$ cat src/rtl/pipe_hazard_ctrl.sv
// rtl/pipe_hazard_ctrl.sv - stall/flush sequencer for the 5-stage pipeline (optional perf counters: PIPE_HAZARD_CTRL_PERF_EN)
module pipe_hazard_ctrl #(
  parameter int FLUSH_CYCLES = 1,
  parameter int LDUSE_CYCLES = 1,
  parameter int MEM_TIMEOUT  = 255
) (
  input  logic       clk,
  input  logic       rst_n,
  input  logic [4:0] id_rs1_addr,
  input  logic [4:0] id_rs2_addr,
  input  logic       id_use_rs1,
  input  logic       id_use_rs2,
  input  logic       ex_mem_read,
  input  logic [4:0] ex_rd_addr,
  input  logic       redirect_valid,
  input  logic       me_req,
  input  logic       me_ready,
  output logic       pc_stall,
  output logic       if_id_stall,
  output logic       if_id_flush,
  output logic       id_ex_stall,
  output logic       id_ex_bubble,
  output logic       ex_me_stall,
  output logic       me_wb_bubble,
  output logic [1:0] state_o,
`ifdef PIPE_HAZARD_CTRL_PERF_EN
  output logic [31:0] perf_stall_cyc,
  output logic [31:0] perf_flush_cnt,
`endif
  output logic       timeout_err
);

  typedef enum logic [1:0] {
    ST_RUN     = 2'd0,
    ST_LDUSE   = 2'd1,
    ST_MEMWAIT = 2'd2,
    ST_REDIR   = 2'd3
  } state_t;

  localparam logic [7:0] FLUSH_RELOAD = 8'(FLUSH_CYCLES - 1);
  localparam logic [7:0] LDUSE_RELOAD = 8'(LDUSE_CYCLES - 1);
  localparam logic [7:0] WAIT_LAST    = 8'(MEM_TIMEOUT - 1);

  state_t     state_q, state_d;
  logic [7:0] cnt_q, cnt_d;
  logic       timeout_err_q, timeout_err_d;

  logic ldu, mw;
  logic stall_all, flush_front, ldu_bubble, redirect_acc;

  // Hazard detection; gated by reset so the controls read zero while held in reset
  always_comb begin
    ldu = rst_n & ex_mem_read & (ex_rd_addr != 5'd0) &
          ((id_use_rs1 & (id_rs1_addr == ex_rd_addr)) |
           (id_use_rs2 & (id_rs2_addr == ex_rd_addr)));
    mw  = rst_n & me_req & ~me_ready;
  end

  // Next-state, counter and control-class selection
  always_comb begin
    state_d       = state_q;
    cnt_d         = cnt_q;
    timeout_err_d = timeout_err_q;
    stall_all     = 1'b0;
    flush_front   = 1'b0;
    ldu_bubble    = 1'b0;
    redirect_acc  = 1'b0;
    if (rst_n) begin
      if (state_q == ST_MEMWAIT) begin
        if (me_ready) begin
          state_d = ST_RUN;
          cnt_d   = 8'd0;
        end else begin
          // Still waiting: hold everything; the last permitted wait cycle aborts
          stall_all = 1'b1;
          cnt_d     = cnt_q + 8'd1;
          if (cnt_q >= WAIT_LAST) begin
            timeout_err_d = 1'b1;
            state_d       = ST_RUN;
            cnt_d         = 8'd0;
          end
        end
      end else if (mw) begin
        // Memory wait pre-empts any remaining flush/bubble count
        stall_all = 1'b1;
        state_d   = ST_MEMWAIT;
        cnt_d     = 8'd1;
      end else if (redirect_valid) begin
        flush_front  = 1'b1;
        redirect_acc = 1'b1;
        if (FLUSH_CYCLES > 1) begin
          state_d = ST_REDIR;
          cnt_d   = FLUSH_RELOAD;
        end else begin
          state_d = ST_RUN;
          cnt_d   = 8'd0;
        end
      end else if (state_q == ST_REDIR) begin
        flush_front = 1'b1;
        cnt_d       = cnt_q - 8'd1;
        if (cnt_q <= 8'd1) begin
          state_d = ST_RUN;
          cnt_d   = 8'd0;
        end
      end else if (state_q == ST_LDUSE) begin
        ldu_bubble = 1'b1;
        cnt_d      = cnt_q - 8'd1;
        if (cnt_q <= 8'd1) begin
          state_d = ST_RUN;
          cnt_d   = 8'd0;
        end
      end else if (ldu) begin
        ldu_bubble = 1'b1;
        if (LDUSE_CYCLES > 1) begin
          state_d = ST_LDUSE;
          cnt_d   = LDUSE_RELOAD;
        end
      end
    end
  end

  // Map control classes onto the per-register stall/flush/bubble lines
  always_comb begin
    pc_stall     = stall_all | ldu_bubble;
    if_id_stall  = stall_all | ldu_bubble;
    if_id_flush  = flush_front;
    id_ex_stall  = stall_all;
    id_ex_bubble = flush_front | ldu_bubble;
    ex_me_stall  = stall_all;
    me_wb_bubble = stall_all;
    state_o      = state_q;
    timeout_err  = timeout_err_q;
  end

  // State, counter and sticky timeout flag
  always_ff @(posedge clk or negedge rst_n) begin
    if (!rst_n) begin
      state_q       <= ST_RUN;
      cnt_q         <= 8'd0;
      timeout_err_q <= 1'b0;
    end else begin
      state_q       <= state_d;
      cnt_q         <= cnt_d;
      timeout_err_q <= timeout_err_d;
    end
  end

`ifdef PIPE_HAZARD_CTRL_PERF_EN
  logic [31:0] perf_stall_cyc_q, perf_stall_cyc_d;
  logic [31:0] perf_flush_cnt_q, perf_flush_cnt_d;

  // Saturating event counters
  always_comb begin
    perf_stall_cyc_d = perf_stall_cyc_q;
    perf_flush_cnt_d = perf_flush_cnt_q;
    if (pc_stall && perf_stall_cyc_q != 32'hFFFF_FFFF)
      perf_stall_cyc_d = perf_stall_cyc_q + 32'd1;
    if (redirect_acc && perf_flush_cnt_q != 32'hFFFF_FFFF)
      perf_flush_cnt_d = perf_flush_cnt_q + 32'd1;
  end

  // Perf counter registers
  always_ff @(posedge clk or negedge rst_n) begin
    if (!rst_n) begin
      perf_stall_cyc_q <= 32'd0;
      perf_flush_cnt_q <= 32'd0;
    end else begin
      perf_stall_cyc_q <= perf_stall_cyc_d;
      perf_flush_cnt_q <= perf_flush_cnt_d;
    end
  end

  assign perf_stall_cyc = perf_stall_cyc_q;
  assign perf_flush_cnt = perf_flush_cnt_q;
`endif

endmodule

$ cat config.mk
export PLATFORM = sky130hd
export DESIGN_NAME = pipe_hazard_ctrl
export DESIGN_NICKNAME = d
export VERILOG_FILES = /design/src/rtl/pipe_hazard_ctrl.sv
export SDC_FILE = /design/constraint.sdc
export NUM_CORES = 1
export LEC_CHECK = 0
export BUFFER_PORTS_ARGS = -buffer_cell sky130_fd_sc_hd__buf_2
export CORE_UTILIZATION = 42
export CTS_CLUSTER_DIAMETER = 30
export CTS_CLUSTER_SIZE = 16
export DETAILED_ROUTE_END_ITERATION = 8
export PLACE_DENSITY = 0.74
export SYNTH_ARGS = -nofsm -noshare
export SYNTH_HDL_FRONTEND = slang
export SYNTH_SLANG_ARGS = --single-unit
$ cat constraint.sdc
create_clock -name clk -period 1.4 [get_ports clk]
set_input_delay 0 -clock clk [delete_from_list [all_inputs] [get_ports clk]]
set_output_delay 0 -clock clk [all_outputs]
set_load 0.03 [all_outputs]
==> run_results.csv <==
group,metric,value,unit
yosys,yosys.area.top_type_share,31.3,%
clocking,cts.sinks,10,
power,p_sw_share,36.6,%
clocking,numCtsBuffers,3,
run_status,status,"finished, violations left",
worst_setup_path,r2r_start,"cnt_q[0]",
yosys,ys_warn_count,0,
global_route,use_met2,37.4,%
yosys,synth_edf_count,0,
sta,setup_viol,7,
worst_setup_path,worstPathRequired,1.54,ns
yosys,yosysSeqAreaShare,31.3,%
global_route,grt_use_total,21.5,%
yosys,synthFlopType,"dfrtp_1",
worst_setup_path,endpoint_kind,"register",
final_layout,layout.nets,166,
yosys,yosysTopAreaCell,"dfrtp_1",
yosys,synth_nets,115,
worst_setup_path,crit_slowest_cell,"dfrtp_1",
power,ir_drop,552,uV
final_layout,area_growth,56.0,%
floorplan,die_y,45.6,microns
yosys,ys_ff_latch,10,
sta,fin_crit_sh,109,%
global_route,antenna_found_initial,0,
flow_run,cap_viol_max_count,0,
route,drt_wl_total,2150,microns
worst_setup_path,critical_path_arrival,1.67,ns
global_route,grt_start_max_net_pins,10,
place,numPortBuffers,31,
sta,clock_skew,0.00983,ns
floorplan,die_x,45.6,microns
run_status,violations,"negative setup slack",
global_route,grt_pass1_wl,3190,microns
power,p_int,641,uW
yosys,synthCells,89,
place,gp_congestion,0.844,
worst_setup_path,cp-startpoint,"cnt_q[0]",
floorplan,row_count,15,
power,pwr-share-clk,20.3,%
floorplan,core,1750,sq um
sta,holdWs,0.0582,ns
clocking,clk_latency,0.26,ns
power,pwr-share-comb,46.4,%
yosys,synth_cell_type_count,34,
clocking,cts-root-buf,"clkbuf_4",
global_route,grt_util_met3,5.16,%
worst_setup_path,worst-path-max-fanout,5,
global_route,grt_util_met1,26.8,%
clocking,path_clk_slew,0.07,ns
worst_setup_path,crit_path_max_incr_delay,0.39,ns
route,drt_iter0_drc,17,
power,powerDensity,811,nW/um^2
route,vias_per_cell,5.12,
power,p_switching,369,uW
global_route,overflow,0,
final_layout,n_antenna_cell,0,
worst_hold_path,hold_path_class,"input port to register",
worst_hold_path,min_from,"me_req",
global_route,grt-busiest-layer,"met2",
worst_setup_path,crit_chain,"inv_2 > ha_4 > o211ai_1 > buf_4 > o21ai_4 > buf_6 > nor2_4 > a22o_1",
floorplan,initial_core_util,45.7,%
route,ant_nets,0,
floorplan,dieArea,2080,sq um
route,vias,840,
clocking,cts_tree,"done",
sta,fin_setup_tns,-0.697,ns
final_layout,drive_gt1_share,51.8,%
place,dpl.hpwl,1510,microns
route,first_pass_iters,4,
yosys,syn_area_per_cell,8.97,sq um
worst_setup_path,critPathKind,"register to register",
sta,setup_slack,-0.125,ns
sta,fmax,656,MHz
global_route,grt_pass1_vias,740,
yosys,yosys-top-cells-count,"dfrtp_1 (10), xor2_1 (8), inv_1 (7), nor2_1 (7), o21ai_0 (7)",
sta,maxSlewViolCount,0,
sta,min_period,1.52,ns
yosys,yosysMostFrequentCell,"dfrtp_1",
yosys,async_reset_ff_share,100,%
floorplan,io_pins,33,
clocking,htree_levels,1,
yosys,yosys-top-cells-area,"dfrtp_1 (31%), xor2_1 (8.8%), a22o_1 (5.5%), buf_4 (4.7%), ha_1 (4.7%)",
sta,rsz0062_at_grt,"true",
power,p_leak,0.000639,uW
clocking,clock_path_buffers,2,
power,seqPwrFrac,33.3,%
route,drc,0,
route,wire_per_inst,13.1,microns
final_layout,n_fill_cell,126,
yosys,netlist_area,798,sq um
worst_setup_path,cp-start-kind,"register",
sta,hold_viol_final,0,
==> placed cells by master, fill, tap and decap left out, drive strengths merged, types with 3 or more instances in the layout <==
cell type and count:
nand2 3, a22o 5, buf 49, dfrtp 10, o21ai 10, inv 7, xor2 8, ha 3
clkbuf 4, nor2b 5, nor2 7
==> worst paths after layout <==
kind	end	slack (ns)	cells past startpoint
max	cnt_q[2]	-0.12	8
min	state_o[1]	0.06	3
max reg2reg	cnt_q[2]	-0.12	8
min reg2reg	timeout_err	0.47	1
max in group asynchronous	timeout_err	0.79	3
min in group asynchronous	cnt_q[5]	0.22	2
==> cell families (layout without fill, tap and decap cells) <==
logic type	Yosys count	count (layout)	share of synthesized area, %
AOI/OAI and AO/OA	25	26	24.3
xor gates and xnor gates	10	10	11.0
adders and majority gates	3	3	4.70
buffers and inverters	12	61	7.99
DFF	10	10	31.3
muxes	1	1	1.41
other	1	1	0.470
and+or+nand+nor	27	27	18.8
==> power groups by stage <==
stage	registers [uW]	logic, uW	clock network [uW]
floorplan	352	223	0
global placement	347	344	0
detailed placement	347	354	0
CTS	335	416	215
global route	340	503	226
finish	336	469	205
==> critical path: cells and delay by family (launching register included) <==
| kind | cells | cell delay, ns |
|---|---|---|
| buf+inv | 3 | 0.39 |
| fa+ha+maj | 1 | 0.13 |
| compound gates | 3 | 0.47 |
| flops | 1 | 0.39 |
| simple gates | 1 | 0.04 |
==> per-stage QoR <==
step / instance area, sq um / setup slack, ns / util, % / total power (uW) / cells
floorplan: 840 / -0.228 / - / 575 / 89
global placement: 1060 / -0.111 / 60.7 / 691 / 150
detailed placement: 1060 / -0.157 / 60.7 / 701 / 150
CTS: 1160 / -0.0800 / 66.5 / 966 / 161
global route: 1240 / -0.199 / 71.3 / 1070 / 164
finish: 1240 / -0.125 / 71.3 / 1010 / 164
==> final cells by class <==
cell class / count / area (sq um) / share of cell area [%]
clock buffer: 4 / 26.3 / 2.11
inverter: 7 / 26.3 / 2.11
multi-input combinational: 68 / 582 / 46.7
sequential: 10 / 251 / 20.2
tap: 25 / 31.3 / 2.51
timing repair buffer: 50 / 328 / 26.3
==> sequential cells by signal, indices dropped and copies added, names as in the netlist <==
signal       cells
state_o          1
timeout_err      1
cnt_q            8
==> metal layers <==
metal	vias up	share of wire, %
met5	-	0
met4	0	1.2
met2	25	50
met3	2	4.9
met1	396	44
li1	417	-
==> repair_timing <==
| action | CTS | global route |
|---|---|---|
| gates cloned | 1 | 0 |
| resized for setup | 5 | 13 |
| hold buffers | 1 | 0 |
| endpoints found under the setup margin | 12 | 11 |
| pin swaps | 5 | 6 |
| buffers inserted | 5 | 3 |
| hold endpoints to repair | 10 | 0 |
No activity file was read; power rests on OpenSTA's default activity.
